File: src/rtl/equiv_checker_sat_counter.sv
// Saturating up-counter with synchronous clear; holds at all-ones.
module sat_counter #(
  parameter int unsigned WIDTH = 8
) (
  input  logic             clk,
  input  logic             rst_n,
  input  logic             clear,
  input  logic             inc,
  output logic [WIDTH-1:0] value
);

  always_ff @(posedge clk or negedge rst_n) begin
    if (!rst_n)
      value <= '0;
    else if (clear)
      value <= '0;
    else if (inc && (value != '1))
      value <= value + WIDTH'(1);
  end

endmodule

File: config.mk
export PLATFORM = sky130hd
export DESIGN_NAME = sat_counter
export DESIGN_NICKNAME = d
export VERILOG_FILES = /design/src/rtl/equiv_checker_sat_counter.sv
export SDC_FILE = /design/constraint.sdc
export NUM_CORES = 1
export LEC_CHECK = 0
export BUFFER_PORTS_ARGS = -buffer_cell sky130_fd_sc_hd__buf_2
export CAP_MARGIN = 15
export CORE_AREA = 2 2 39 41
export DETAILED_ROUTE_END_ITERATION = 16
export DIE_AREA = 0 0 41 43
export HOLD_SLACK_MARGIN = 0.02
export REMOVE_ABC_BUFFERS = 1
export SLEW_MARGIN = 25
export SYNTH_ARGS = -nofsm -noshare
export SYNTH_HDL_FRONTEND = slang
export SYNTH_SLANG_ARGS = --single-unit
File: constraint.sdc
create_clock -name clk -period 4.6 [get_ports clk]
set_clock_uncertainty 0.2 [all_clocks]
set_input_delay 0.23 -clock clk [delete_from_list [all_inputs] [get_ports clk]]
set_output_delay 0.23 -clock clk [all_outputs]
set_load 0.05 [all_outputs]
==> results of run 1 <==
[logic make-up (layout without fill, tap and decap cells)]
family	after synthesis	count (layout)
flops	8	8
fa+ha+maj	1	1
simple gates	24	24
buf+inv	4	17
mux	3	3
compound gates	9	9
[synth_stat cells, types with 2 or more instances]
master    count  area, µm²
nor2_1        2       7.51
a21oi_1       3       15.0
nor3_1        4       20.0
nand3_1       2       10.0
mux2_2        2       22.5
nand2_1       2       7.51
inv_1         2       7.51
nor2b_1       3       18.8
dfrtp_1       8        200
nand2b_1      3       18.8
[worst paths after layout]
| kind | to | slack [ps] | cells past startpoint |
|---|---|---|---|
| max | value[0] | 2700 | 4 |
| min | value[7] | 80 | 2 |
| max reg2reg | value[0] | 2700 | 4 |
| min reg2reg | value[7] | 380 | 2 |
| max in group asynchronous | value[3] | 3880 | 2 |
| min in group asynchronous | value[4] | 140 | 2 |
[worst reg2reg max path, cell delays in order, from the launching register on]
cell and delay [ps]:
dfrtp_1 420, ha_1 290, and4_2 290, a21boi_1 220, mux2_2 360
[power by group through the flow]
stage,combinational [mW],clock (mW),sequential [mW]
2_1_floorplan,0.00522,0,0.0815
3_3_place_gp,0.0185,0,0.0754
3_5_place_dp,0.0187,0,0.0757
4_1_cts,0.0194,0.0571,0.0745
5_1_grt,0.0215,0.0618,0.0750
6_report,0.0191,0.0535,0.0746
[area by class of cell]
cell class                 instances  share of cell area [%]
inverter                           2                    1.33
multi-input combinational         37                    44.0
tap                               16                    3.56
timing repair buffer              12                    11.6
sequential                         8                    35.6
clock buffer                       3                    4.00
[metal layers]
layer	GRT usage, %	vias up	wire length [µm]
met5	0	-	0
met4	4.00	0	9
met3	9.95	2	78
met2	16.3	14	413
met1	20.5	193	473
li1	-	213	-
[what timing repair did]
item,in CTS,in global routing
hold buffers,1,0
setup endpoints to repair,0,0
hold endpoints to repair,8,0
resized for setup,0,0
[metrics by stage]
stage / instance area [µm²] / total power, mW / setup slack, ps / std cells
after global routing: 563 / 0.158 / 2600 / 78
after detailed placement: 531 / 0.0944 / 2720 / 74
final: 563 / 0.147 / 2700 / 78
after global placement: 531 / 0.0940 / 2730 / 74
after floorplan: 455 / 0.0867 / 2540 / 47
after CTS: 563 / 0.151 / 2710 / 78
==> impl_metrics.csv, run 1 <==
group,metric,value,unit
outcome,run_status,"finished clean",
routing,wire_per_inst,12.5,µm
sta,min_period,1900,ps
power_and_ir_drop,clkPwrFrac,36.3,%
final_layout,fillers,151,
sta,fmax,527,MHz
yosys,synth_top_family_by_area,"simple AND/OR/NAND/NOR gates",
yosys,syn_area,464,µm²
yosys,synthCells,49,
final_layout,regMostFlops,"value",
critical_path,path_buf_inv,0,
critical_path,cp_max_fo,7,
power_and_ir_drop,p_seq_share,50.7,%
yosys,synth-xor-area-share,0,%
yosys,muxShareOfSynthArea,7.01,%
sta,grt_setup_unrepaired,"no",
critical_path,crit_family,"flip-flops",
yosys,synth_warnings,0,
yosys,syn_avg_cell_area,9.47,µm²
sta,setup_tns,0,ps
floorplanning,num_rows,14,
clock_network,cts_buffer_depth,2,
final_layout,final_util,40.7,%
placed_design,io_buffers,11,
flow_run,maxCapViolations,0,
min_path,min_from,"clear",
critical_path,cpPeakStageDelay,420,ps
routing,drt_iter0_drc,4,
clock_network,cts-root-buf,"clkbuf_4",
power_and_ir_drop,peakVddDrop,0.000140,V
power_and_ir_drop,comb_power_share,13.0,%
placed_design,hpwl,688,µm
critical_path,path_class,"reg -> reg",
yosys,synthSimpleGateAreaFrac,31.0,%
routing,vias,422,
clock_network,clkTransAtPathRegs,60,ps
yosys,synth_compound_area_share,12.7,%
clock_network,cts_buffers,3,
yosys,synth_fa_ha_area_share,2.70,%
grt,antenna_found_initial,0,
yosys,synth_seq_cells,8,
power_and_ir_drop,total_leakage_power,0.259,nW
grt,grt_usage,14.1,%
routing,drt_wl_total,975,µm
critical_path,crit_path_top_delay_cell,"dfrtp_1",
floorplanning,dieHeight,43,µm
sta,relSlewSlack,73.8,%
grt,grt_pass1_wl,1.62,mm
final_layout,drive_gt1_share,29.0,%
yosys,synth_seq_area_share,43.1,%
critical_path,crit_path_start,"value[0]",
yosys,async_reset_ff_share,100,%
sta,hold_viol_final,0,
power_and_ir_drop,netSwitchingPower,0.0392,mW
floorplanning,fp.dieW,41,µm
critical_path,worst_setup_path_end_kind,"flip-flop",
grt,first_global_vias,337,
final_layout,ff_latch_area,200,µm²
grt,grt_max_degree,12,
final_layout,final_cell_mix,"buf_2 (11), dfrtp_1 (8), nor3_1 (4)",
final_layout,antennaDiodeCount,0,
yosys,synth_edf_count,0,
critical_path,worstPathArrival,1830,ps
clock_network,post_cts_buffers,0,
routing,viasPerCell,5.41,
clock_network,cts_max_level,1,
routing,ant_nets,0,
clock_network,tritoncts,"built",
floorplanning,io_pins,12,
floorplanning,dieArea,0.00176,mm²
power_and_ir_drop,power.density,261,mW/mm²
yosys,synthDistinctLibCells,28,
critical_path,critPathLaunchType,"flip-flop",
routing,drtPass1Iterations,4,
yosys,ys.flop_type,"dfrtp_1",
clock_network,clock_latency,250,ps
power_and_ir_drop,intPower,0.108,mW
final_layout,final_common_cell,"buf_2",
placed_design,place.gp.congestion,0.710,
floorplanning,core,0.00138,mm²
sta,finalSetupViolations,0,
sta,max_slew.worst_pin.slew,384,ps
clock_network,numClockSinks,8,
final_layout,largestRegisters,"value x8",
critical_path,cp_cell_sequence,"ha_1 -> and4_2 -> a21boi_1 -> mux2_2",
critical_path,r2r-start,"value[0]",
sta,fin_crit_sh,41.2,%
floorplanning,initial_core_util,33.5,%
routing,drc_errors,0,
sta,drv_slew,0,
final_layout,largest_register_ffs,8,
final_layout,area_delta_synth_final,21.3,%
grt,overflow,0,
sta,holdWs,85.0,ps
final_layout,layout.nets,69,
min_path,min-delay-path-class,"in -> reg",
power_and_ir_drop,p_sw_share,26.6,%
critical_path,cp.required,4530,ps
final_layout,multi_input_area,248,µm²
No activity file was read; power rests on OpenSTA's default activity.
==> inputs of run 2 (changes only) <==
Settings changed: ABC_AREA from default to 1, CORE_AREA 2 2 39 41 to default, CORE_MARGIN from default to 2, CORE_UTILIZATION from default to 39, DIE_AREA 0 0 41 43 to default.
Clock period 4.6 ns to 1.7 ns, I/O delays scaled along.
==> run 2 against run 1 <==
Net effect: first-iteration DRC count increased to 3.5 times the previous value; die area shrank 8.2%; sequential share of layout area is 5.1 points lower; sequential cell count unchanged; synthesized area increased by 10%; clock power grew to 2.9 times the previous value; setup slack worse by 2600 ps.
==> impl_metrics.csv, run 2 <==
group,metric,value,unit
grt,grt_max_degree,9,
power_and_ir_drop,intPower,0.309,mW
sta,fin_crit_sh,96.5,%
final_layout,fin_area,658,µm²
power_and_ir_drop,p_seq_share,46.4,%
yosys,ys.flop_type,"dfrtp_1",
clock_network,post_cts_buffers,0,
grt,grt_usage,19.3,%
critical_path,worst_setup_path_end_kind,"flip-flop",
clock_network,cts_max_level,1,
yosys,synth.cells.most_frequent,"nand2_1 (25), inv_1 (10), nand3_1 (9)",
routing,vias,531,
sta,finalSetupViolations,0,
yosys,synthCells,74,
sta,relSlewSlack,73.7,%
critical_path,r2r-start,"value[1]",
sta,fmax,609,MHz
critical_path,timing.rr.end,"value[7]",
floorplanning,initial_core_util,40.3,%
critical_path,worstPathArrival,1590,ps
final_layout,largestRegisters,"value x8",
yosys,synth_warnings,0,
yosys,synthDistinctLibCells,15,
routing,viasPerCell,4.92,
routing,ant_nets,0,
floorplanning,dieHeight,40.2,µm
clock_network,clkTransAtPathRegs,50,ps
clock_network,cts-root-buf,"clkbuf_4",
routing,drt_iter0_drc,14,
critical_path,r2r_slack,120,ps
power_and_ir_drop,clkPwrFrac,33.6,%
critical_path,cp.required,1650,ps
power_and_ir_drop,total_leakage_power,0.351,nW
yosys,syn_avg_cell_area,6.92,µm²
power_and_ir_drop,power.density,691,mW/mm²
power_and_ir_drop,netSwitchingPower,0.146,mW
clock_network,numClockSinks,8,
grt,overflow,0,
outcome,run_status,"finished clean",
final_layout,regMostFlops,"value",
final_layout,largest_register_ffs,8,
power_and_ir_drop,peakVddDrop,0.000331,V
yosys,syn_area,512,µm²
critical_path,cpPeakStageDelay,590,ps
clock_network,cts_buffers,3,
final_layout,antennaDiodeCount,0,
yosys,synth_top_area_share,39.1,%
critical_path,crit_path_top_delay_cell,"dlygate4sd3_1",
floorplanning,dieArea,0.00162,mm²
sta,min_period,1640,ps
final_layout,area_delta_synth_final,28.6,%
critical_path,reg2regPathDepth,7,
sta,setup_tns,0,ps
yosys,synth_edf_count,0,
sta,drv_slew,0,
grt,first_global_vias,474,
placed_design,io_buffers,11,
critical_path,critPathLaunchType,"input port",
min_path,min_from,"value[6]",
sta,max_slew.worst_pin.slew,393,ps
yosys,yosys.cell_count.top_type,"nand2_1",
final_layout,final_cell_mix,"nand2_1 (25), buf_2 (11), inv_1 (10), nand3_1 (9), dfrtp_1 (8)",
routing,drt_wl_total,1.26,mm
routing,wire_per_inst,11.6,µm
floorplanning,fp.dieW,40.2,µm
grt,antenna_found_initial,0,
floorplanning,num_rows,13,
grt,grt_pass1_wl,2.01,mm
final_layout,final_common_cell,"nand2_1",
routing,drtPass1Iterations,4,
min_path,holdPathStages,2,
placed_design,placed_area,586,µm²
clock_network,cts_buffer_depth,2,
power_and_ir_drop,power,0.455,mW
min_path,min-delay-path-class,"reg -> reg",
final_layout,drive_gt1_share,22.6,%
power_and_ir_drop,p_sw_share,32.1,%
placed_design,place.gp.congestion,0.806,
yosys,async_reset_ff_share,100,%
yosys,synthTopCellsByArea,"dfrtp_1 (39%), nand2_1 (18%), nand3_1 (8.8%)",
final_layout,layout.nets,100,
critical_path,path_class,"in -> reg",
clock_network,tritoncts,"built",
critical_path,cp_max_fo,7,
floorplanning,core,0.00127,mm²
yosys,yosys.area.top_type,"dfrtp_1",
sta,grt_setup_unrepaired,"no",
placed_design,hpwl,917,µm
yosys,synth_seq_cells,8,
routing,drc_errors,0,
clock_network,clock_latency,270,ps
yosys,synth_seq_area_share,39.1,%
critical_path,crit_top_cell,"dlygate4sd3_1",
flow_run,maxCapViolations,0,
critical_path,cp_cell_sequence,"dlygate4sd3_1 -> buf_2 -> nor3_1 -> dlygate4sd3_1 -> a21oi_2",
floorplanning,io_pins,12,
power_and_ir_drop,comb_power_share,20.0,%
min_path,worstHoldEndpoint,"value[6]",
sta,hold_viol_final,0,
[run 2: cell types whose count changed in the layout (fill, tap and decap cells not counted), moves of 3 or more]
cell,before,now
dlygate4sd3_1,1,5
inv_1,2,10
nand2_1,2,25
nand2b_1,3,0
nand3_1,2,9
nor2_1,2,5
nor2b_1,3,0
[run 2: power by group through the flow]
| stage | sequential [mW] | clock, mW | combinational [mW] |
|---|---|---|---|
| 3_3_place_gp | 0.213 | 0 | 0.0834 |
| 4_1_cts | 0.210 | 0.157 | 0.0914 |
| 3_5_place_dp | 0.214 | 0 | 0.0822 |
| 5_1_grt | 0.212 | 0.169 | 0.0997 |
| 6_report | 0.211 | 0.153 | 0.0910 |
| 2_1_floorplan | 0.241 | 0 | 0.0286 |
[run 2: worst max-delay path by stage]
stage	from	end	slack, ps	cells after the start
final	clear	value[5]	60	5
after global routing	clear	value[5]	7	5
after CTS	clear	value[5]	70	5
after detailed placement	value[1]	value[7]	130	7
after global placement	value[1]	value[7]	150	7
after floorplan	value[1]	value[3]	-70	9
[run 2: per-layer routing]
metal	track usage (%)	up-vias	routed length, µm
met3	5.00	6	60
met2	26.6	15	521
met4	11.7	0	34
met5	0	-	0
li1	-	273	-
met1	26.7	237	641
[run 2: worst max-delay path: cells and delay by family]
family                 cells  cell delay, ps
buffers and inverters      3            1280
AOI/OAI and AO/OA          1              40
and+or+nand+nor            1             190
[run 2: logic make-up (layout without fill, tap and decap cells)]
kind of cell | after synthesis | after routing | synth area share (%)
DFF | 8 | 8 | 39.1
and+or+nand+nor | 46 | 46 | 39.9
AOI/OAI and AO/OA | 8 | 8 | 9.53
buffers and inverters | 11 | 30 | 9.05
adders and majority gates | 1 | 1 | 2.44
[run 2: cell type report]
class                   instances  area, µm²
fillers                       134        611
multi-input cells              55        265
flip-flops and latches          8        200
repair buffers                 16        105
inverters                      11       46.3
clock buffers                   3       22.5
well taps                      15       18.8
[run 2: per-stage QoR]
stage / hold slack (ps) / setup WS, ps / utilization (%) / std cells
detailed placement: -257 / 135 / 46.2 / 100
global placement: -259 / 152 / 46.2 / 100
finish: 339 / 59.0 / 51.9 / 108
floorplan: -411 / -66.2 / - / 74
global route: 399 / 6.93 / 51.9 / 108
CTS: 343 / 70.3 / 51.9 / 108
[run 2: repair_timing]
| action | CTS | global route |
|---|---|---|
| hold buffers | 5 | 0 |
| endpoints found under the hold margin | 15 | 0 |
| resized for setup | 0 | 0 |
